--- src/rtl/ddram_arbiter.sv ---
// Two-client arbiter for the single Avalon-MM style DDRAM port.
// Latches the winning request at grant, holds it through BUSY and routes read beats back to the owner.
module ddram_arbiter #(
  parameter bit RR_MODE   = 1'b0,
  parameter int MAX_BURST = 8
) (
  input  logic        DDRAM_CLK,
  input  logic        reset,

  input  logic        cA_req,
  input  logic        cA_we,
  input  logic [28:0] cA_addr,
  input  logic [7:0]  cA_burst,
  input  logic [63:0] cA_din,
  input  logic [7:0]  cA_be,
  output logic        cA_ack,
  output logic        cA_valid,
  output logic [63:0] cA_dout,

  input  logic        cB_req,
  input  logic        cB_we,
  input  logic [28:0] cB_addr,
  input  logic [7:0]  cB_burst,
  input  logic [63:0] cB_din,
  input  logic [7:0]  cB_be,
  output logic        cB_ack,
  output logic        cB_valid,
  output logic [63:0] cB_dout,

  input  logic        DDRAM_BUSY,
  output logic [7:0]  DDRAM_BURSTCNT,
  output logic [28:0] DDRAM_ADDR,
  output logic        DDRAM_RD,
  output logic        DDRAM_WE,
  output logic [63:0] DDRAM_DIN,
  output logic [7:0]  DDRAM_BE,
  input  logic [63:0] DDRAM_DOUT,
  input  logic        DDRAM_DOUT_READY
);

  localparam logic [7:0] MAX_B = 8'(MAX_BURST);

  typedef enum logic [1:0] {S_IDLE, S_CMD, S_RDWAIT} state_t;
  typedef enum logic {CL_A, CL_B} client_t;

  state_t      state, state_next;
  client_t     owner, rr_last, grant_to;
  logic [7:0]  beats_left;
  logic        grant, pick_b, sel_we, beat, last_beat;
  logic [28:0] sel_addr;
  logic [7:0]  sel_burst, sel_be, burst_clamped;
  logic [63:0] sel_din;

  // Winner selection: A unless only B asks, or round-robin says A went last.
  always_comb begin
    // NOTE: every combinational output is assigned a default first so no latch is inferred.
    grant    = cA_req | cB_req;
    pick_b   = cB_req & (~cA_req | (RR_MODE & (rr_last == CL_A)));
    grant_to = pick_b ? CL_B : CL_A;
    sel_we    = pick_b ? cB_we    : cA_we;
    sel_addr  = pick_b ? cB_addr  : cA_addr;
    sel_burst = pick_b ? cB_burst : cA_burst;
    sel_din   = pick_b ? cB_din   : cA_din;
    sel_be    = pick_b ? cB_be    : cA_be;
    if (sel_burst == 8'd0)       burst_clamped = 8'd1;
    else if (sel_burst > MAX_B)  burst_clamped = MAX_B;
    else                         burst_clamped = sel_burst;
  end

  always_comb begin
    state_next = state;
    beat       = (state == S_RDWAIT) && DDRAM_DOUT_READY;
    last_beat  = beat && (beats_left == 8'd1);
    unique case (state)
      S_IDLE:   if (grant) state_next = S_CMD;
      S_CMD:    if (!DDRAM_BUSY) state_next = DDRAM_WE ? S_IDLE : S_RDWAIT;
      S_RDWAIT: if (last_beat) state_next = S_IDLE;
      default:  state_next = S_IDLE;
    endcase
  end

  // NOTE: sequential state uses non-blocking assignments so every register samples pre-edge values.
  always_ff @(posedge DDRAM_CLK or posedge reset) begin
    if (reset) state <= S_IDLE;
    else       state <= state_next;
  end

  always_ff @(posedge DDRAM_CLK or posedge reset) begin
    if (reset) begin
      owner          <= CL_A;
      rr_last        <= CL_B;
      beats_left     <= '0;
      DDRAM_RD       <= 1'b0;
      DDRAM_WE       <= 1'b0;
      DDRAM_BURSTCNT <= 8'd1;
      DDRAM_ADDR     <= '0;
      DDRAM_DIN      <= '0;
      DDRAM_BE       <= '0;
      cA_ack         <= 1'b0;
      cB_ack         <= 1'b0;
      cA_valid       <= 1'b0;
      cB_valid       <= 1'b0;
      cA_dout        <= '0;
      cB_dout        <= '0;
    end else begin
      cA_ack   <= 1'b0;
      cB_ack   <= 1'b0;
      cA_valid <= 1'b0;
      cB_valid <= 1'b0;
      unique case (state)
        S_IDLE: if (grant) begin
          owner          <= grant_to;
          rr_last        <= grant_to;
          DDRAM_ADDR     <= sel_addr;
          DDRAM_DIN      <= sel_din;
          DDRAM_WE       <= sel_we;
          DDRAM_RD       <= ~sel_we;
          DDRAM_BE       <= sel_we ? sel_be : 8'hFF;
          DDRAM_BURSTCNT <= sel_we ? 8'd1 : burst_clamped;
        end
        S_CMD: if (!DDRAM_BUSY) begin
          DDRAM_RD <= 1'b0;
          DDRAM_WE <= 1'b0;
          if (DDRAM_WE) begin
            if (owner == CL_B) cB_ack <= 1'b1;
            else               cA_ack <= 1'b1;
          end else begin
            beats_left <= DDRAM_BURSTCNT;
          end
        end
        S_RDWAIT: if (beat) begin
          beats_left <= beats_left - 8'd1;
          if (owner == CL_B) begin
            cB_dout  <= DDRAM_DOUT;
            cB_valid <= 1'b1;
            cB_ack   <= last_beat;
          end else begin
            cA_dout  <= DDRAM_DOUT;
            cA_valid <= 1'b1;
            cA_ack   <= last_beat;
          end
        end
        default: ;
      endcase
    end
  end

endmodule

--- config.mk ---
export PLATFORM = sky130hd
export DESIGN_NAME = ddram_arbiter
export DESIGN_NICKNAME = d
export VERILOG_FILES = /design/src/rtl/ddram_arbiter.sv
export SDC_FILE = /design/constraint.sdc
export NUM_CORES = 1
export LEC_CHECK = 0
export CAP_MARGIN = 15
export CORE_AREA = 10 10 201 203
export CTS_BUF_LIST = sky130_fd_sc_hd__clkbuf_8
export DETAILED_ROUTE_END_ITERATION = 6
export DIE_AREA = 0 0 211 213
export DONT_BUFFER_PORTS = 1
export HOLD_SLACK_MARGIN = 0.03
export PLACE_DENSITY = 0.53
export SYNTH_ARGS = -nofsm -noshare
export SYNTH_HDL_FRONTEND = slang
export SYNTH_SLANG_ARGS = --single-unit
export TNS_END_PERCENT = 20
--- constraint.sdc ---
create_clock -name DDRAM_CLK -period 17.1 [get_ports DDRAM_CLK]
set_input_delay 4.275 -clock DDRAM_CLK [delete_from_list [all_inputs] [get_ports DDRAM_CLK]]
set_output_delay 4.275 -clock DDRAM_CLK [all_outputs]
set_load 0.01 [all_outputs]
# Word-level counts from Yosys, hierarchy flattened
# Cells that the tools add are included.
# word_totals
reg_bits,254
inputBits,290
elab_cells,82
# op_classes
add_sub_neg,1
magnitude_cmp,1
n_eq_ne,8
n_mux,40
n_bitwise,5
reduce_logical,12
# op_table
operator,count
$mux 8,9
$mux 64,1
$mux 29,1
$mux 1,19
$pmux 8 s2,1
$reduce_and 3->1,4
$ne 2x2->1 const B,5
$eq 8x1->1 const B,1
$gt 8x4->1 const B,1
$logic_not 8->1,1
$mux 2,4
$pmux 1 s2,4
$sub 8x1->8 const B,1
$pmux 2 s3,1
$reduce_and 4->1,1
$reduce_bool 2->1,2
$not 1->1,3
$eq 2x1->1 const B,1
$eq 2x2->1 const B,1
$logic_and 1x1->1,2
$logic_not 2->1,1
$reduce_and 2->1,1
$and 1x1->1,1
$or 1x1->1,1

# Depth between registers and ports, before layout
# Gate-level depths: netlist of the first run.
# logic_depth
depth_word,7
depth_mapped,10
depth_no_buf,7

# Worst setup path after synthesis of the first run
# No wires, ideal clock.
# synth_timing
path_kind,input to register
startpoint,in cA_req
endpoint,reg DDRAM_BURSTCNT[1]
arrival_ps,5334
required_time_ps,17005
slack_ps,11670
stages,6
path_buffers,3
path_cell_list,o21ai_1 > buf_2 > buf_2 > clkbuf_1 > nand2_1 > o31ai_1
# synth_via
elab_chain_len,7
elab_cells_between_ends,11
cone_classes,order compare (1); mux (5); bitwise (3); reduce/logical (2)
# synth_rtl
element,line_no,text
"start, declared",10,"input logic cA_req,"
$not 1->1,58,pick_b = cB_req & (~cA_req | (RR_MODE & (rr_last == CL_A)));
$and 1x1->1,58,
$mux 8,62,sel_burst = pick_b ? cB_burst : cA_burst;
$gt 8x4->1,66,else if (sel_burst > MAX_B) burst_clamped = MAX_B;
$mux 8,66,
$mux 8,65,if (sel_burst == 8'd0) burst_clamped = 8'd1;
$mux 8,119,DDRAM_BURSTCNT <= sel_we ? 8'd1 : burst_clamped;
"end signal, assigned",119,
"end, declared",31,"output logic [7:0] DDRAM_BURSTCNT,"
# Parallel ways exist; a longest one is shown, timed or not.
# A chain may end at the register's enable or synchronous reset.

# Final worst setup path of the first run
# layout_timing
startpoint,in cA_req
endpoint,reg DDRAM_ADDR[9]
# layout_via
elab_chain_len,3
elab_cells_between_ends,5
cone_classes,mux (1); bitwise (3); reduce/logical (1)
# layout_rtl
element,line_no,text
$not 1->1,58,
$and 1x1->1,58,
$mux 29,61,sel_addr = pick_b ? cB_addr : cA_addr;
"end signal, assigned",114,DDRAM_ADDR <= sel_addr;
"end, declared",32,"output logic [28:0] DDRAM_ADDR,"
# Parallel ways exist; a longest one is shown, timed or not.

==> metrics.cfg, run 1 <==
[status]
outcome=complete, no violations

[die]
die_x_um=211
num_io_pins=533
initial_utilization=0.294
die_area_mm2=0.0449
rows=70
core-area_mm2=0.0363
die_h_um=213

[clock_network]
postCtsHoldBufs=0
cts_resized=0
htreeDepth=2
cts_made_buffers=44
cts_tree=built
clockBufferDepth=3
cts_setup_buffers=0
root_buffer=clkbuf_8
clkSlewWorstSetupHoldPaths_ns=0.06
cts_num_sinks=254
clock_latency_ns=0.59

[global_route]
grt_pass1_vias=7474
grt.overflow.total=0
grt_max_degree=113
grt.total_usage=0.156
antenna_found_initial=6
grt_pass1_wl_mm=52.2

[synthesis]
ys_ff_latch=254
async_flop_share=1.00
yosys_warnings=0
synth-main-ff-cell=dfrtp_1
syn_inst=991
synth_edf_count=0
ys_seq_area_frac=0.596
syn-cell-area_mm2=0.0107
yosysUniqueCellTypes=44
synthTopCellsByArea=dfrtp_1 (59%), nand2_1 (10%), mux2i_1 (10%), mux2_1 (6.9%), o21ai_1 (4.8%)
synth.largest_area_cell=dfrtp_1
synth_nets=1286
yosysTopAreaCellShare=0.594
syn_avg_cell_area_um2=10.8

[worst_setup_path]
path_max_fanout=59
worstPathRequired_ns=17.53
critPathLaunchType=input port
critPathKind=in2reg
worst_ep_arrival_time_ns=6.57
ff2ff_path_depth=9
setup.worst_path.end_class=flop

[layout]
fill_cells=3698
fin_cells=1492
area_growth_pct=12.7
stdcell_area_mm2=0.0120
fin_nets=1285
drive_gt1_frac=0.0851

[placed_design]
dp_cells=1411
dp_hpwl_mm=28.7
dpl_cell_area_mm2=0.0111
portBuffers=0
gp_congestion=0.830

[timing]
slew_violations=0
setup_viol=0
clock_skew_ns=0.0273
tns_ns=0
period_minus_slack_ns=6.14
rsz0062_at_grt=no
max_slew_margin=0.295
period_share=0.359
fmax_mhz=163
finalHoldViolCount=0
tightest_slew_ns=1.06
hold_ws_ns=0.527

[power_and_ir_drop]
peakVddDrop_mv=0.0859
p_total_mw=2.29
powerDensity_mw_per_mm2=191
total_leakage_power_nw=6.05

[min_path]
min_path_type=reg2reg
hold_depth=2

[detailed_routing]
drtIter0Drc=402
vias_per_cell=4.84
ant_nets=0
wl_mm=36.9
drc=0
dr.pass1.iters=4
dr_total_vias=7219
wl_per_cell_um=24.8

[job]
drv_cap=0

[critical path, cell delays in order]
cell,delay (ns)
nand2b_4,0.09
buf_4,0.64
buf_4,0.89
mux2i_1,0.40
o21ai_1,0.09
[cell usage in the layout (no fill, tap or decap), drive strengths merged, types with 2 or more instances in the layout]
cell type | netlist | layout
o21ai | 108 | 108
a22o | 2 | 2
nand2b | 2 | 2
ha | 5 | 5
and2 | 4 | 4
mux2 | 66 | 66
diode | 0 | 2
nand2 | 297 | 297
nor4 | 2 | 2
o22a | 2 | 2
clkinv | 0 | 6
nor2 | 26 | 26
a21o | 2 | 2
nor3 | 3 | 3
and3 | 3 | 3
dfrtp | 253 | 253
inv | 11 | 26
mux2i | 106 | 106
clkbuf | 33 | 56
a21oi | 8 | 8
o31ai | 2 | 2
or2 | 2 | 2
a31oi | 10 | 10
or3 | 2 | 2
buf | 25 | 11
[synth_stat cells (3+ instances only)]
master / instances
a21oi_1: 8
a31oi_1: 10
and2_1: 4
and3_1: 3
buf_1: 4
buf_2: 21
clkbuf_1: 33
dfrtp_1: 253
ha_1: 5
inv_1: 7
inv_2: 4
mux2_1: 65
mux2i_1: 106
nand2_1: 297
nor2_1: 26
nor3_1: 3
o21ai_0: 6
o21ai_1: 102
[sequential cells by signal, indices dropped and copies added (netlist names), 2 cells and up]
register	flops
beats_left	8
cB_dout	64
DDRAM_BE	8
DDRAM_DIN	64
state	2
DDRAM_BURSTCNT	8
DDRAM_ADDR	29
cA_dout	64
[layout make-up]
cell class	count	area [µm²]	area share
clock inverter	22	131	0.0109
timing repair buffer	11	82.6	0.00687
multi-input combinational	668	4040	0.336
clock buffer	56	771	0.0641
tap	468	586	0.0487
antenna	2	5.00	0.000416
inverter	11	48.8	0.00406
sequential	254	6360	0.529
[final timing paths]
kind | startpoint | endpoint | slack (ns)
hold / removal | beats_left[1]$_DFFE_PP0P_ | beats_left[1]$_DFFE_PP0P_ | 0.53
hold reg to reg | beats_left[1]$_DFFE_PP0P_ | beats_left[1]$_DFFE_PP0P_ | 0.53
setup / recovery | cA_req | DDRAM_ADDR[9]$_DFFE_PP0P_ | 10.96
max in group asynchronous | reset | DDRAM_DIN[42]$_DFFE_PP0P_ | 11.42
min in group asynchronous | reset | cA_dout[59]$_DFFE_PP0P_ | 3.57
setup reg to reg | state[0]$_DFFE_PP0P_ | cA_dout[58]$_DFFE_PP0P_ | 13.88
[power by group]
| group | total, mW | leakage, nW | internal [mW] | switching [mW] |
|---|---|---|---|---|
| combinational | 0.467 | 2.39 | 0.193 | 0.274 |
| sequential | 1.26 | 3.14 | 0.881 | 0.376 |
| clock | 0.567 | 0.518 | 0.311 | 0.256 |
| total | 2.29 | 6.05 | 1.38 | 0.907 |
[through the flow]
stage	worst slack [ns]	utilization
floorplan	5.84	-
global placement	10.47	0.306
detailed placement	10.42	0.306
CTS	11.08	0.331
global route	10.96	0.331
finish	10.96	0.332
[logic make-up after synthesis]
logic type | synth area share
flops | 0.596
mux | 0.169
compound gates | 0.0739
buf+inv | 0.0268
fa+ha+maj | 0.00587
simple gates | 0.128
[routing by layer]
metal  up-vias  share of wire  track usage
met3        52           0.16        0.108
li1       3334              -            -
met4         6          0.016       0.0402
met2       376           0.48        0.258
met1      3451           0.34        0.157
met5         -         0.0013            0
(Power assumes the default switching activity.)
==> run 2: changes to the inputs <==
Settings changed: CORE_AREA 10 10 201 203 to 10 10 198 200, DIE_AREA 0 0 211 213 to 0 0 208 210, PLACE_DENSITY 0.53 to 0.54.
Clock period 17.1 ns to 6.3 ns, I/O delays scaled along.
==> run 2 against run 1 <==
Compared with the run above:
- clock power increased to 2.8 times the previous value
- clock-buffer cell count increased by 6
- sequential share of layout area is 0.33 points lower
- die area decreased by 2.8%
- first-iteration DRC count down 6.0%
- global-route usage rose by 0.53 points
- sequential power rose to 2.7 times the previous value
- clock skew is 0.013 ns lower
- via count hardly changed
- critical path depth is 1 higher
- critical endpoint is now cB_dout[34]$_DFFE_PP0P_
==> metrics.cfg, run 2 (synthesized netlist as in run 1, its figures left out) <==
[die]
core-area_mm2=0.0352
die_area_mm2=0.0437
num_io_pins=533
die_h_um=210
initial_utilization=0.303
die_x_um=208
rows=69

[power_and_ir_drop]
powerDensity_mw_per_mm2=520
p_int_mw=3.83
peakVddDrop_mv=0.327
p_sw_frac=0.391
clkPwrFrac=0.254
p_comb_frac=0.202
p_sw_mw=2.46
total_leakage_power_nw=6.06
power_frac_seq=0.544

[placed_design]
dp_hpwl_mm=28.6
portBuffers=0
dp_cells=1401
gp_congestion=0.805
dpl_cell_area_mm2=0.0111

[timing]
slew_violations=0
max_slew_margin=0.216
tightest_slew_ns=1.17
period_share=0.459
finalHoldViolCount=0
tns_ns=0
period_minus_slack_ns=2.89
fmax_mhz=345
rsz0062_at_grt=no
clock_skew_ns=0.0143
setup_viol=0

[layout]
layout_common_cells=nand2_1 (297), dfrtp_1 (253), mux2i_1 (106)
fin_util=0.343
fin_cells=1484
biggestRegsByFlops=DDRAM_DIN x64, cA_dout x64, cB_dout x64
drive_gt1_frac=0.0861
area_growth_pct=13.4
stdcell_area_mm2=0.0121
final_common_cell=nand2_1
fin_nets=1281

[clock_network]
cts_made_buffers=44
cts_setup_buffers=0
postCtsHoldBufs=0
cts_resized=0
htreeDepth=2
root_buffer=clkbuf_8
clockBufferDepth=3
cts_num_sinks=254
clock_latency_ns=0.55
clkSlewWorstSetupHoldPaths_ns=0.06
cts_tree=built

[worst_setup_path]
crit_slowest_cell=buf_4
worst_ep_arrival_time_ns=3.31
critPathLaunchType=flop
path_cells=inv_1, ha_1, nand3_1, inv_2, buf_4, mux2_1
rrSetupSlack_ns=3.41
setup.worst_path.end_class=flop
crit_family=buffers and inverters
critPathMaxStageDelay_ns=0.63
critPathKind=reg2reg
worstPathRequired_ns=6.71
path_max_fanout=53
crit_buf_inv=3

[detailed_routing]
wl_per_cell_um=24.9
ant_nets=0
drtIter0Drc=378
dr.pass1.iters=4
wl_mm=37.0
drc=0
vias_per_cell=4.87
dr_total_vias=7221

[min_path]
min_path_type=reg2reg

[global_route]
grt.overflow.total=0
grt.total_usage=0.161
grt_max_degree=196
grt_pass1_wl_mm=53.8
antenna_found_initial=1
grt_pass1_vias=7595

[status]
outcome=complete, no violations

[job]
drv_cap=0

run 2: cell count changes in the layout (fill, tap and decap cells not counted):
| cell | previous run | this run |
|---|---|---|
| buf_4 | 11 | 3 |
| clkbuf_8 | 56 | 62 |
| inv_8 | 1 | 0 |
| diode_2 | 2 | 1 |
| clkinv_2 | 6 | 5 |
| clkinvlp_4 | 0 | 4 |
| inv_1 | 18 | 17 |
| buf_12 | 0 | 4 |
| inv_6 | 3 | 0 |
run 2: layer usage:
| metal | vias up | part of all wire | global-route usage |
|---|---|---|---|
| li1 | 3332 | - | - |
| met1 | 3447 | 0.34 | 0.163 |
| met2 | 398 | 0.49 | 0.271 |
| met3 | 44 | 0.15 | 0.102 |
| met4 | 0 | 0.021 | 0.0467 |
| met5 | - | 0 | 0 |
run 2: area by class of cell:
| class | count | area (µm²) |
|---|---|---|
| clock buffer | 62 | 853 |
| multi-input combinational | 668 | 4040 |
| antenna | 1 | 2.50 |
| timing repair buffer | 7 | 103 |
| clock inverter | 20 | 119 |
| inverter | 11 | 45.0 |
| tap | 461 | 577 |
| fill | 3567 | 23100 |
| sequential | 254 | 6360 |
run 2: stage by stage:
step | worst slack [ns] | hold WS [ns] | power [mW]
after floorplan | 1.38 | 0.447 | 4.21
after global placement | 3.09 | 0.502 | 4.71
after detailed placement | 3.01 | 0.492 | 4.78
after CTS | 3.35 | 0.504 | 6.42
after global routing | 3.14 | 0.535 | 6.78
final | 3.41 | 0.502 | 6.29
run 2: worst reg2reg max path: stages, from the launching register on:
cell	delay, ns
dfrtp_1	0.37
inv_1	0.10
ha_1	0.58
nand3_1	0.33
inv_2	0.29
buf_4	0.63
mux2_1	0.45
run 2: worst paths after layout:
check | endpoint | depth (start not counted) | start
min | cA_ack$_DFF_PP0_ | 1 | owner$_DFFE_PP0P_
max reg2reg | cB_dout[34]$_DFFE_PP0P_ | 6 | state[0]$_DFFE_PP0P_
max in group asynchronous | DDRAM_DIN[31]$_DFFE_PP0P_ | 3 | reset
max | cB_dout[34]$_DFFE_PP0P_ | 6 | state[0]$_DFFE_PP0P_
min in group asynchronous | DDRAM_BE[3]$_DFFE_PP0P_ | 2 | reset
min reg2reg | cA_ack$_DFF_PP0_ | 1 | owner$_DFFE_PP0P_
run 2: power by group through the flow:
stage / clock, mW / combinational, mW / sequential, mW
2_1_floorplan: 0 / 1.08 / 3.12
3_3_place_gp: 0 / 1.24 / 3.48
3_5_place_dp: 0 / 1.30 / 3.47
4_1_cts: 1.66 / 1.30 / 3.46
5_1_grt: 1.73 / 1.50 / 3.55
6_report: 1.60 / 1.27 / 3.42
